===== config.mk =====
export PLATFORM = sky130hd
export DESIGN_NAME = fetch_unit_flat
export DESIGN_NICKNAME = d
export VERILOG_FILES = /design/src/rtl/fetch_unit_if.sv /design/src/rtl/fetch_unit.sv /design/src/flat_wrapper.sv
export SDC_FILE = /design/constraint.sdc
export NUM_CORES = 1
export LEC_CHECK = 0
export CAP_MARGIN = 20
export CORE_MARGIN = 2
export CORE_UTILIZATION = 39
export CTS_BUF_LIST = sky130_fd_sc_hd__clkbuf_8
export DETAILED_ROUTE_END_ITERATION = 6
export GPL_TIMING_DRIVEN = 0
export PLACE_DENSITY = 0.9
export RECOVER_POWER = 100
export SETUP_SLACK_MARGIN = 0.15
export SLEW_MARGIN = 15
export SYNTH_ARGS = -nofsm -noshare
export SYNTH_HDL_FRONTEND = slang
export SYNTH_SLANG_ARGS = --single-unit

===== constraint.sdc =====
create_clock -name clk -period 1.78 [get_ports clk]
set_clock_uncertainty 0.05 [all_clocks]
set_input_delay 0.267 -clock clk [delete_from_list [all_inputs] [get_ports clk]]
set_output_delay 0.267 -clock clk [all_outputs]
set_load 0.02 [all_outputs]

===== src/rtl/fetch_unit_if.sv =====
// Fetch-stage bus: hazard/redirect controls in, instruction memory port, IF/ID register out.
interface fetch_unit_if;
  logic        stall;
  logic        branch_taken;
  logic [31:0] branch_target;
  logic        jump;
  logic [25:0] jump_target;
  logic [31:0] imem_addr;
  logic [31:0] imem_instr;
  logic [31:0] id_instr;
  logic [31:0] id_pc_plus1;
  logic        id_valid;

  modport master (
    input  stall, branch_taken, branch_target, jump, jump_target, imem_instr,
    output imem_addr, id_instr, id_pc_plus1, id_valid
  );

  modport slave (
    output stall, branch_taken, branch_target, jump, jump_target, imem_instr,
    input  imem_addr, id_instr, id_pc_plus1, id_valid
  );
endinterface


===== src/rtl/fetch_unit.sv =====
// Instruction fetch: PC, in-flight address tracking across the one-cycle memory
// latency, stall hold, redirect flush, and the IF/ID pipeline register.
module fetch_unit #(
  parameter int unsigned MEM_DEPTH = 1024,
  parameter int unsigned RESET_PC  = 0
) (
  input  logic         clk,
  input  logic         rst,
  fetch_unit_if.master bus
);

  localparam int unsigned AW = (MEM_DEPTH > 1) ? $clog2(MEM_DEPTH) : 1;

  logic [AW-1:0] r_pc;
  logic [AW-1:0] r_pc_d;
  logic          r_f1_valid;
  logic [31:0]   r_id_instr;
  logic [AW-1:0] r_id_pc_plus1;
  logic          r_id_valid;

  logic          w_redirect;
  logic [31:0]   w_pc32;
  logic [31:0]   w_jump_addr;
  logic [31:0]   w_target;

  assign w_redirect  = bus.branch_taken | bus.jump;
  assign w_pc32      = 32'(r_pc);
  assign w_jump_addr = {6'(w_pc32 >> 26), bus.jump_target};
  assign w_target    = bus.branch_taken ? bus.branch_target : w_jump_addr;

  // During a plain stall re-issue the in-flight address so its data stays on imem_instr.
  assign bus.imem_addr = (bus.stall && !w_redirect) ? 32'(r_pc_d) : 32'(r_pc);

  assign bus.id_instr    = r_id_instr;
  assign bus.id_pc_plus1 = 32'(r_id_pc_plus1);
  assign bus.id_valid    = r_id_valid;

  always_ff @(posedge clk) begin
    if (rst) begin
      r_pc          <= AW'(RESET_PC);
      r_pc_d        <= '0;
      r_f1_valid    <= 1'b0;
      r_id_instr    <= '0;
      r_id_pc_plus1 <= '0;
      r_id_valid    <= 1'b0;
    end else if (w_redirect) begin
      // Redirect beats stall; the word already in flight is wrong-path.
      r_pc          <= AW'(w_target);
      r_f1_valid    <= 1'b0;
      r_id_instr    <= '0;
      r_id_pc_plus1 <= '0;
      r_id_valid    <= 1'b0;
    end else if (!bus.stall) begin
      if (r_f1_valid) begin
        r_id_instr    <= bus.imem_instr;
        r_id_pc_plus1 <= r_pc_d + AW'(1);
        r_id_valid    <= 1'b1;
      end else begin
        r_id_instr    <= '0;
        r_id_pc_plus1 <= '0;
        r_id_valid    <= 1'b0;
      end
      r_pc_d     <= r_pc;
      r_f1_valid <= 1'b1;
      r_pc       <= r_pc + AW'(1);
    end
  end

endmodule


===== src/flat_wrapper.sv =====
// flat-port wrapper written by rule: the top's interface ports become plain ports
module fetch_unit_flat 
#(
  parameter int unsigned MEM_DEPTH = 1024,
  parameter int unsigned RESET_PC  = 0
)
  (clk, rst, bus_stall, bus_branch_taken, bus_branch_target, bus_jump, bus_jump_target, bus_imem_instr, bus_imem_addr, bus_id_instr, bus_id_pc_plus1, bus_id_valid);
  fetch_unit_if bus_i ();
  input  logic clk;
  input  logic rst;
  input wire logic [$bits(bus_i.stall)-1:0] bus_stall;
  input wire logic [$bits(bus_i.branch_taken)-1:0] bus_branch_taken;
  input wire logic [$bits(bus_i.branch_target)-1:0] bus_branch_target;
  input wire logic [$bits(bus_i.jump)-1:0] bus_jump;
  input wire logic [$bits(bus_i.jump_target)-1:0] bus_jump_target;
  input wire logic [$bits(bus_i.imem_instr)-1:0] bus_imem_instr;
  output wire logic [$bits(bus_i.imem_addr)-1:0] bus_imem_addr;
  output wire logic [$bits(bus_i.id_instr)-1:0] bus_id_instr;
  output wire logic [$bits(bus_i.id_pc_plus1)-1:0] bus_id_pc_plus1;
  output wire logic [$bits(bus_i.id_valid)-1:0] bus_id_valid;
  assign bus_i.stall = bus_stall;
  assign bus_i.branch_taken = bus_branch_taken;
  assign bus_i.branch_target = bus_branch_target;
  assign bus_i.jump = bus_jump;
  assign bus_i.jump_target = bus_jump_target;
  assign bus_i.imem_instr = bus_imem_instr;
  assign bus_imem_addr = bus_i.imem_addr;
  assign bus_id_instr = bus_i.id_instr;
  assign bus_id_pc_plus1 = bus_i.id_pc_plus1;
  assign bus_id_valid = bus_i.id_valid;
  fetch_unit #(.MEM_DEPTH(MEM_DEPTH), .RESET_PC(RESET_PC)) u_core (.clk(clk), .rst(rst), .bus(bus_i));
endmodule

# After elaboration in Yosys (flattened, before gate mapping)

Cells that the tools add are included.

$add $sub $neg: 2
Equality and inequality tests: 1
Multiplexer cells: 7
Bitwise gates (word level): 3
Reduce and logical (&&, ||, !) cells: 4

Operator list:

| cell                    | number |
|---|---|
| $mux W10                | 5 |
| $mux W32                | 1 |
| $add A10 B1 Y10 const B | 2 |
| $ne A2 B1 Y1 const B    | 1 |
| $not A1 Y1              | 2 |
| $reduce_and A2 Y1       | 1 |
| $reduce_or A2 Y1        | 1 |
| $logic_and A1 B1 Y1     | 1 |
| $logic_not A1 Y1        | 1 |
| $mux W1                 | 1 |
| $or A1 B1 Y1            | 1 |

Register bits: 64
Input bits: 95
Output and inout port bits: 97
Word-level logic and storage cells: 23

# Depth between registers and ports, before layout

Gate-level depths: netlist of the first run.

Depth in word-level cells: 4
Gate-level depth with buffers: 6
Gate-level depth less buffers: 5

# Least setup slack after synthesis of the first run

No wires, ideal clock.

Kind: input port to output port
From: in bus_jump
To: out bus_imem_addr[8]
Arrival time: 1.441 ns
Required time: 1.463 ns
Path slack: 0.022 ns
Stages: 5
Buffers on the path: 2
Cell sequence: buf_2 > nor2_1 > nand2_1 > clkbuf_1 > o21ai_0

Word-level cells in the longest chain between the ends: 4

Ends and longest elaborated chain:

| item                | RTL line           | source |
|---|---|---|
| start, declared     | flat_wrapper.sv:14 | `input wire logic [$bits(bus_i.jump)-1:0] bus_jump;` |
| $or A1 B1 Y1        | fetch_unit.sv:26   | `assign w_redirect = bus.branch_taken \| bus.jump;` |
| $logic_not A1 Y1    | fetch_unit.sv:32   | `assign bus.imem_addr = (bus.stall && !w_redirect) ? 32'(r_pc_d) : 32'(r_pc);` |
| $logic_and A1 B1 Y1 | fetch_unit.sv:32   |  |
| $mux W10            | fetch_unit.sv:32   |  |
| end, declared       | flat_wrapper.sv:17 | `output wire logic [$bits(bus_i.imem_addr)-1:0] bus_imem_addr;` |

Every way passes these cells.

# Worst setup path after layout of the first run

From: reg u_core.r_id_instr[23], in the netlist u_core.bus.id_instr[23]
To: out bus_id_instr[23]

RTL lines:

| item                   | RTL line           | source |
|---|---|---|
| start, declared        | fetch_unit.sv:17   | `logic [31:0] r_id_instr;` |
| start signal, assigned | fetch_unit.sv:55   | `r_id_instr <= bus.imem_instr;` |
| end, declared          | flat_wrapper.sv:18 | `output wire logic [$bits(bus_i.id_instr)-1:0] bus_id_instr;` |

No word-level cell between the ends.

==> summary.txt, run 1 <==
Run
  • Max_cap viols: 0

Setup path
  • WP buf/inv: 1
  • Reg-to-Reg Start: u_core.r_pc_d[0]
  • Worst Path Max Fanout: 2
  • Flop2flop setup slack: roughly 210 ps
  • FF-to-FF path depth: 5
  • Worst path top cell family by delay: buffers and inverters
  • Slowest stage delay, CP: 680 ps
  • Crit Path Category: reg -> out
  • Critical path required time: 1460 ps
  • Cell Chain, Critical Path: dlygate4sd3_1
  • Reg2Reg Capture Point: u_core.r_id_pc_plus1[8]
  • CP max stage cell: dlygate4sd3_1
  • CP Data Arrival Time: 1340 ps
  • Critical path capture point type: primary output
  • Worst setup SP type: flop

CTS
  • Root Buffer: clkbuf_8
  • Worst-path clk slew: ~70 ps
  • # H-tree levels: 3
  • Clk_lat worst skew: between 300 and 400 ps
  • Clk buf depth: 2
  • CTS tree: done
  • CTS buffer count: 9
  • Cts-stage hold buffer count: 0
  • CTS Sinks: 64

Route
  • Total Routed Length: 8940 um
  • DR iter-0 viols: approximately 160
  • DR WL met3: roughly 710 um
  • Wl on met1: between 3000 and 4000 um
  • Routed via count: 3,217
  • Wire per inst: 13.6 um
  • DR vias/cell: 4.88
  • Drt drc: 0
  • Top sig layer: met4
  • Routed wl met2: 4620 um
  • First-pass DRT Iterations: 4
  • Post-route ant nets: 0

Floorplan
  • Die X-Extent: 94.0 um
  • IO Count: 192
  • Die area: 8840 um2
  • Die Ht: 94.0 um
  • Core outline area: between 7000 and 8000 um2
  • Floorplan row count: 32
  • Initial Util: between 40 and 50%

Synth
  • Cells after Synth: 383
  • Register area share after synthesis: 40.5%
  • Syn avg cell area: 8.25 um2
  • Number of synthesized flops with an enable pin: 0
  • Top cells by area, synth: dfxtp_1 41%, buf_4 10%, a22oi_1 8.6%
  • Ys Warns: 0
  • Fraction of registers with async set or reset after synthesis: 0%
  • Synth top area share: 40.5%
  • Synth Flop Type: dfxtp_1
  • Netlist cell types: 44
  • Synth Cell Area: 3160 um2
  • Synth Register Bits: 64
  • Area leader, netlist: dfxtp_1

Final layout
  • Area of the multi-input gates: 1640 um2
  • Antenna diodes: 0
  • Most frequent cells in the layout: 60 x dfxtp_1, 52 x clkdlybuf4s50_1, 50 x buf_4, 48 x nand2_1, 45 x nor2_1
  • Nets: 649
  • Layout cells sized above 1: 19.2%
  • Final core utilization: 59.8%
  • Fill cells: 706
  • Most common cell after layout, fill and taps aside: dfxtp_1
  • Layout area overhead: 47.7%
  • Storage cell area: 1290 um2

Timing
  • Fmax: 604 MHz
  • Slew @ Worst Pin: between 500 and 600 ps
  • Worst hold slack: 305 ps
  • Final Max Tran Viols: 0
  • Setup-failing EPs final: 0
  • Final period utilization: between 90 and 100%
  • Relative slew margins: 61.0%
  • Tmin final: between 1500 and 2000 ps
  • RSZ-0062 raised after global routing: yes
  • Final Hold Vio Count: 0
  • PnR worst setup slack: 124 ps

Place
  • Pre-CTS setup slack: -971 ps
  • IO Port Bufs: 109
  • Final Wtd Congestion: 0.863
  • HPWL after DPL: roughly 6600 um

Power
  • Internal cell power: 2.26 mW
  • Maximum vdd drop: about 0.33 mV
  • Design Power: 3.11 mW
  • Logic gate share of total power: 18.3%
  • Sequential power share: between 40% and 50%
  • Clock share of power: 33.9%
  • Switching share of power: 27.4%
  • PD cells: 667 nW/um2
  • Net Sw Power: 0.852 mW
  • Leakage power: ~2.0 nW

Global routing
  • Initial antenna violation count: 0
  • Number of global-route vias before repair: 3,041
  • Gr ovfl total: 0
  • GRT Util Overall: 19.7%
  • Largest net degree at the start of global routing: 11
  • First-pass GRT wire length: around 14,000 um

Min path
  • Worst Hold Class: in -> reg
  • Hold path cells: 3
  • Min-Delay Startpoint: rst
  • Hold Path Sink: u_core.r_pc[9]

Run status
  • Status: completed
## synth_stat cells (6+ instances only)
| cell | count |
|---|---|
| a21oi_1 | 20 |
| a22oi_1 | 36 |
| buf_1 | 9 |
| buf_2 | 6 |
| buf_4 | 44 |
| clkbuf_1 | 11 |
| dfxtp_1 | 64 |
| mux2_2 | 10 |
| mux2i_1 | 6 |
| nand2_1 | 49 |
| nand3_1 | 11 |
| nor2_1 | 46 |
| o21ai_0 | 9 |
## registers in the layout, summed over array words and instances, names as in the netlist
signal / cells
u_core.bus.id_instr: 32
u_core.bus.id_valid: 1
u_core.r_f1_valid: 1
u_core.r_id_pc_plus1: 10
u_core.r_pc: 10
u_core.r_pc_d: 10
## routing by layer
layer  vias to the layer above  GRT usage, %
met3                         9          4.65
met1                      1474          22.6
met5                         -             0
met4                         0          5.92
met2                       143          36.0
li1                       1591             -
## power groups by stage
stage               clock network, mW  logic (mW)  registers, mW
floorplan                           0       0.337           1.51
global placement                    0       0.536           1.51
detailed placement                  0       0.543           1.52
CTS                              1.08       0.567           1.48
global route                     1.15       0.614           1.49
finish                           1.06       0.569           1.49
## through the flow
| step | setup TNS [ps] | area, um2 | std cells |
|---|---|---|---|
| final | 0 | 4670 | 659 |
| after global routing | 0 | 4670 | 659 |
| after CTS | 0 | 4810 | 659 |
| after detailed placement | -37480 | 4540 | 637 |
| after global placement | -35390 | 4540 | 637 |
| after floorplan | 0 | 3320 | 426 |
## repair_timing
action	4_1_cts	5_1_grt
gates cloned	1	0
resized for setup	89	36
setup buffers	5	0
pin swaps	2	1
setup endpoints to repair	71	67
hold endpoints to repair	0	0
## logic make-up (layout without fill, tap and decap cells)
kind of cell | Yosys count | count (layout) | share of synthesized area (%)
AOI/OAI and AO/OA | 88 | 88 | 19.0
buffers and inverters | 75 | 206 | 14.4
muxes | 16 | 16 | 5.46
adders and majority gates | 2 | 2 | 0.792
and+or+nand+nor | 131 | 131 | 18.1
xor gates and xnor gates | 6 | 6 | 1.66
DFF | 64 | 64 | 40.5
other | 1 | 44 | 0.119
## area by class of cell
type	count	area share [%]
well taps	102	2.73
clock buffers	10	2.95
inverters	5	0.402
repair buffers	115	20.6
flip-flops and latches	64	27.6
multi-input cells	287	35.2
clock inverters	6	0.590
plain buffers	70	9.94
## how the worst max path moves through the flow
stage	end	depth (start not counted)	from
3_5_place_dp	bus_imem_addr[8]	8	bus_jump
4_1_cts	u_core.r_id_pc_plus1[8]	5	rst
5_1_grt	bus_id_instr[5]	1	u_core.bus.id_instr[5]
2_1_floorplan	bus_imem_addr[8]	5	bus_jump
3_3_place_gp	bus_imem_addr[8]	8	bus_jump
6_report	bus_id_instr[23]	1	u_core.bus.id_instr[23]
No activity file was read; power rests on OpenSTA's default activity.
==> run 2: changes to the inputs <==
- HOLD_SLACK_MARGIN: unset -> 0.06
==> results of run 2 <==
The final DEF is identical to that of run 1; final timing and power are the same.
==> run 3: changes to the inputs <==
- RECOVER_POWER: 100 -> 50
==> summary.txt, run 3 (synthesis results as in run 1) <==
Run status
  • Status: completed (unchanged)

Setup path
  • CP Capture Point: bus_imem_addr[8] (was bus_id_instr[23])
  • Critical path required time: 1460 ps (about the same)
  • Reg-to-Reg Start: u_core.r_pc_d[0] (unchanged)
  • Worst Path Max Fanout: 10 (was 2)
  • Reg2Reg Capture Point: u_core.r_id_pc_plus1[8] (unchanged)
  • Critical path capture point type: primary output (unchanged)
  • Flop2flop setup slack: 210 ps (about the same)
  • Worst setup SP type: primary input (was flop)
  • CP Data Arrival Time: 1290 ps (was 1340 ps)
  • FF-to-FF path depth: 5 (unchanged)
  • CP Launch Point: bus_jump (was u_core.bus.id_instr[23])
  • Crit Path Category: in -> out (was reg -> out)

CTS
  • Cts-stage hold buffer count: 0 (unchanged)
  • Clk buf depth: 2 (unchanged)
  • Root Buffer: clkbuf_8 (unchanged)
  • Worst-path clk slew: 60 ps (was 70 ps)
  • CTS Sinks: 64 (unchanged)
  • CTS tree: done (unchanged)
  • # H-tree levels: 3 (unchanged)
  • Clk_lat worst skew: 330 ps (about the same)
  • CTS buffer count: 9 (unchanged)

Final layout
  • Antenna diodes: 0 (unchanged)
  • Nets: 649 (unchanged)
  • Max reg flops: 32 (unchanged)
  • Layout cells sized above 1: 19.7% (was 19.2%)
  • Most common cell after layout, fill and taps aside: clkdlybuf4s50_1 (was dfxtp_1)
  • Most frequent cells in the layout: 72 x clkdlybuf4s50_1, 60 x dfxtp_1, 50 x buf_4, 48 x nand2_1, 45 x nor2_1 (was 60 x dfxtp_1, 52 x clkdlybuf4s50_1, 50 x buf_4, 48 x nand2_1, 45 x nor2_1)
  • Layout area overhead: 48.3% (was 47.7%)
  • Fill cells: 701 (was 706)

Global routing
  • Largest net degree at the start of global routing: 11 (unchanged)
  • Gr ovfl total: 0 (unchanged)
  • First-pass GRT wire length: 14,000 um (unchanged)
  • GRT Util Overall: 19.7% (unchanged)
  • Initial antenna violation count: 0 (unchanged)
  • Number of global-route vias before repair: 3,041 (unchanged)

Floorplan
  • Die X-Extent: 94.0 um (unchanged)
  • Floorplan row count: 32 (unchanged)
  • Die Ht: 94.0 um (unchanged)
  • Core outline area: 7810 um2 (unchanged)
  • Die area: 8840 um2 (unchanged)
  • IO Count: 192 (unchanged)
  • Initial Util: 40.5% (unchanged)

Route
  • Wire per inst: 13.5 um (was 13.6 um)
  • Total Routed Length: 8930 um (was 8940 um)
  • DR vias/cell: 4.88 (about the same)
  • Routed via count: 3,214 (was 3,217)
  • First-pass DRT Iterations: 4 (unchanged)
  • Post-route ant nets: 0 (unchanged)
  • Drt drc: 0 (unchanged)
  • DR iter-0 viols: 185 (was 164)

Timing
  • Setup-failing EPs final: 0 (unchanged)
  • Final Max Tran Viols: 0 (unchanged)
  • Relative slew margins: 62.7% (was 61.0%)
  • Final period utilization: 90.4% (was 93.1%)
  • Slew @ Worst Pin: 560 ps (was 584 ps)
  • PnR worst setup slack: 171 ps (was 124 ps)
  • Final Hold Vio Count: 0 (unchanged)
  • Fmax: 622 MHz (was 604 MHz)
  • Worst hold slack: 300 ps (was 305 ps)
  • Final total negative setup slack: 0 ps (unchanged)
  • RSZ-0062 raised after global routing: yes (unchanged)
  • Tmin final: 1610 ps (was 1660 ps)

Power
  • Maximum vdd drop: 0.329 mV (was 0.325 mV)
  • PD cells: 666 nW/um2 (was 667 nW/um2)
  • Leakage power: 1.89 nW (was 1.96 nW)

Run
  • Max_cap viols: 0 (unchanged)

Min path
  • Worst Hold Class: in -> reg (unchanged)

Place
  • Pre-CTS setup slack: -971 ps (unchanged)
  • Final Wtd Congestion: 0.863 (unchanged)
  • HPWL after DPL: 6560 um (unchanged)
  • IO Port Bufs: 109 (unchanged)
## run 3: changes by cell type in the layout (fill, tap and decap cells not counted)
| cell | delta |
|---|---|
| dlygate4sd3_1 | -20 |
| clkbuf_1 | -3 |
| clkdlybuf4s15_2 | +1 |
| buf_6 | +2 |
| buf_1 | +1 |
| clkbuf_2 | -2 |
| buf_2 | +2 |
| dlygate4sd2_1 | -1 |
| clkdlybuf4s50_1 | +20 |
## run 3: how the worst min path moves through the flow
stage / from / endpoint / slack [ps] / cells past startpoint
floorplan: bus_imem_instr[0] / u_core.bus.id_instr[0] / 360 / 2
global placement: u_core.r_f1_valid / u_core.r_f1_valid / 400 / 2
detailed placement: u_core.r_id_pc_plus1[7] / u_core.r_id_pc_plus1[7] / 420 / 2
CTS: bus_stall / u_core.r_id_pc_plus1[8] / 380 / 5
global route: rst / u_core.r_pc[9] / 320 / 3
finish: rst / u_core.r_pc[9] / 300 / 3
## run 3: where the power goes
part / switching (mW) / internal [mW]
Clock: 0.537 / 0.523
Sequential: 0.0329 / 1.45
Combinational: 0.285 / 0.290
Total: 0.855 / 2.27
## run 3: timing repair
item                       4_1_cts  5_1_grt
setup endpoints to repair       71       67
buffers inserted                 5        0
pin swaps                        2        1
cloned                           1        0
gates resized for setup         89       36
## run 3: routing by layer
layer  GRT usage [%]  part of all wire [%]  vias to the layer above
met2            36.0                    51                      153
met5               0                     0                        -
li1                -                     -                     1588
met1            22.6                    39                     1461
met4            5.92                  0.85                        0
met3            4.65                   8.5                       12
## run 3: area by class of cell
cell class                 count  area (um2)  area share [%]
multi-input combinational    287        1640            35.1
buffer                        70         464            9.91
tap                          102         128            2.72
timing repair buffer         115         978            20.9
inverter                       5        18.8           0.401
sequential                    64        1290            27.5
clock inverter                 6        27.5           0.587
clock buffer                  10         138            2.94
## run 3: critical path: stages
cell and delay (ps):
buf_2 100, clkbuf_1 130, nor2_4 130, nand2_4 80, clkbuf_2 210, o21ai_2 190, buf_2 190
## run 3: per-stage QoR
step	area (um2)	utilization (%)	total power, mW	cells
finish	4690	60.0	3.12	659
detailed placement	4540	58.2	2.06	637
global placement	4540	58.2	2.05	637
floorplan	3320	-	1.85	426
CTS	4810	61.6	3.14	659
global route	4690	60.0	3.26	659
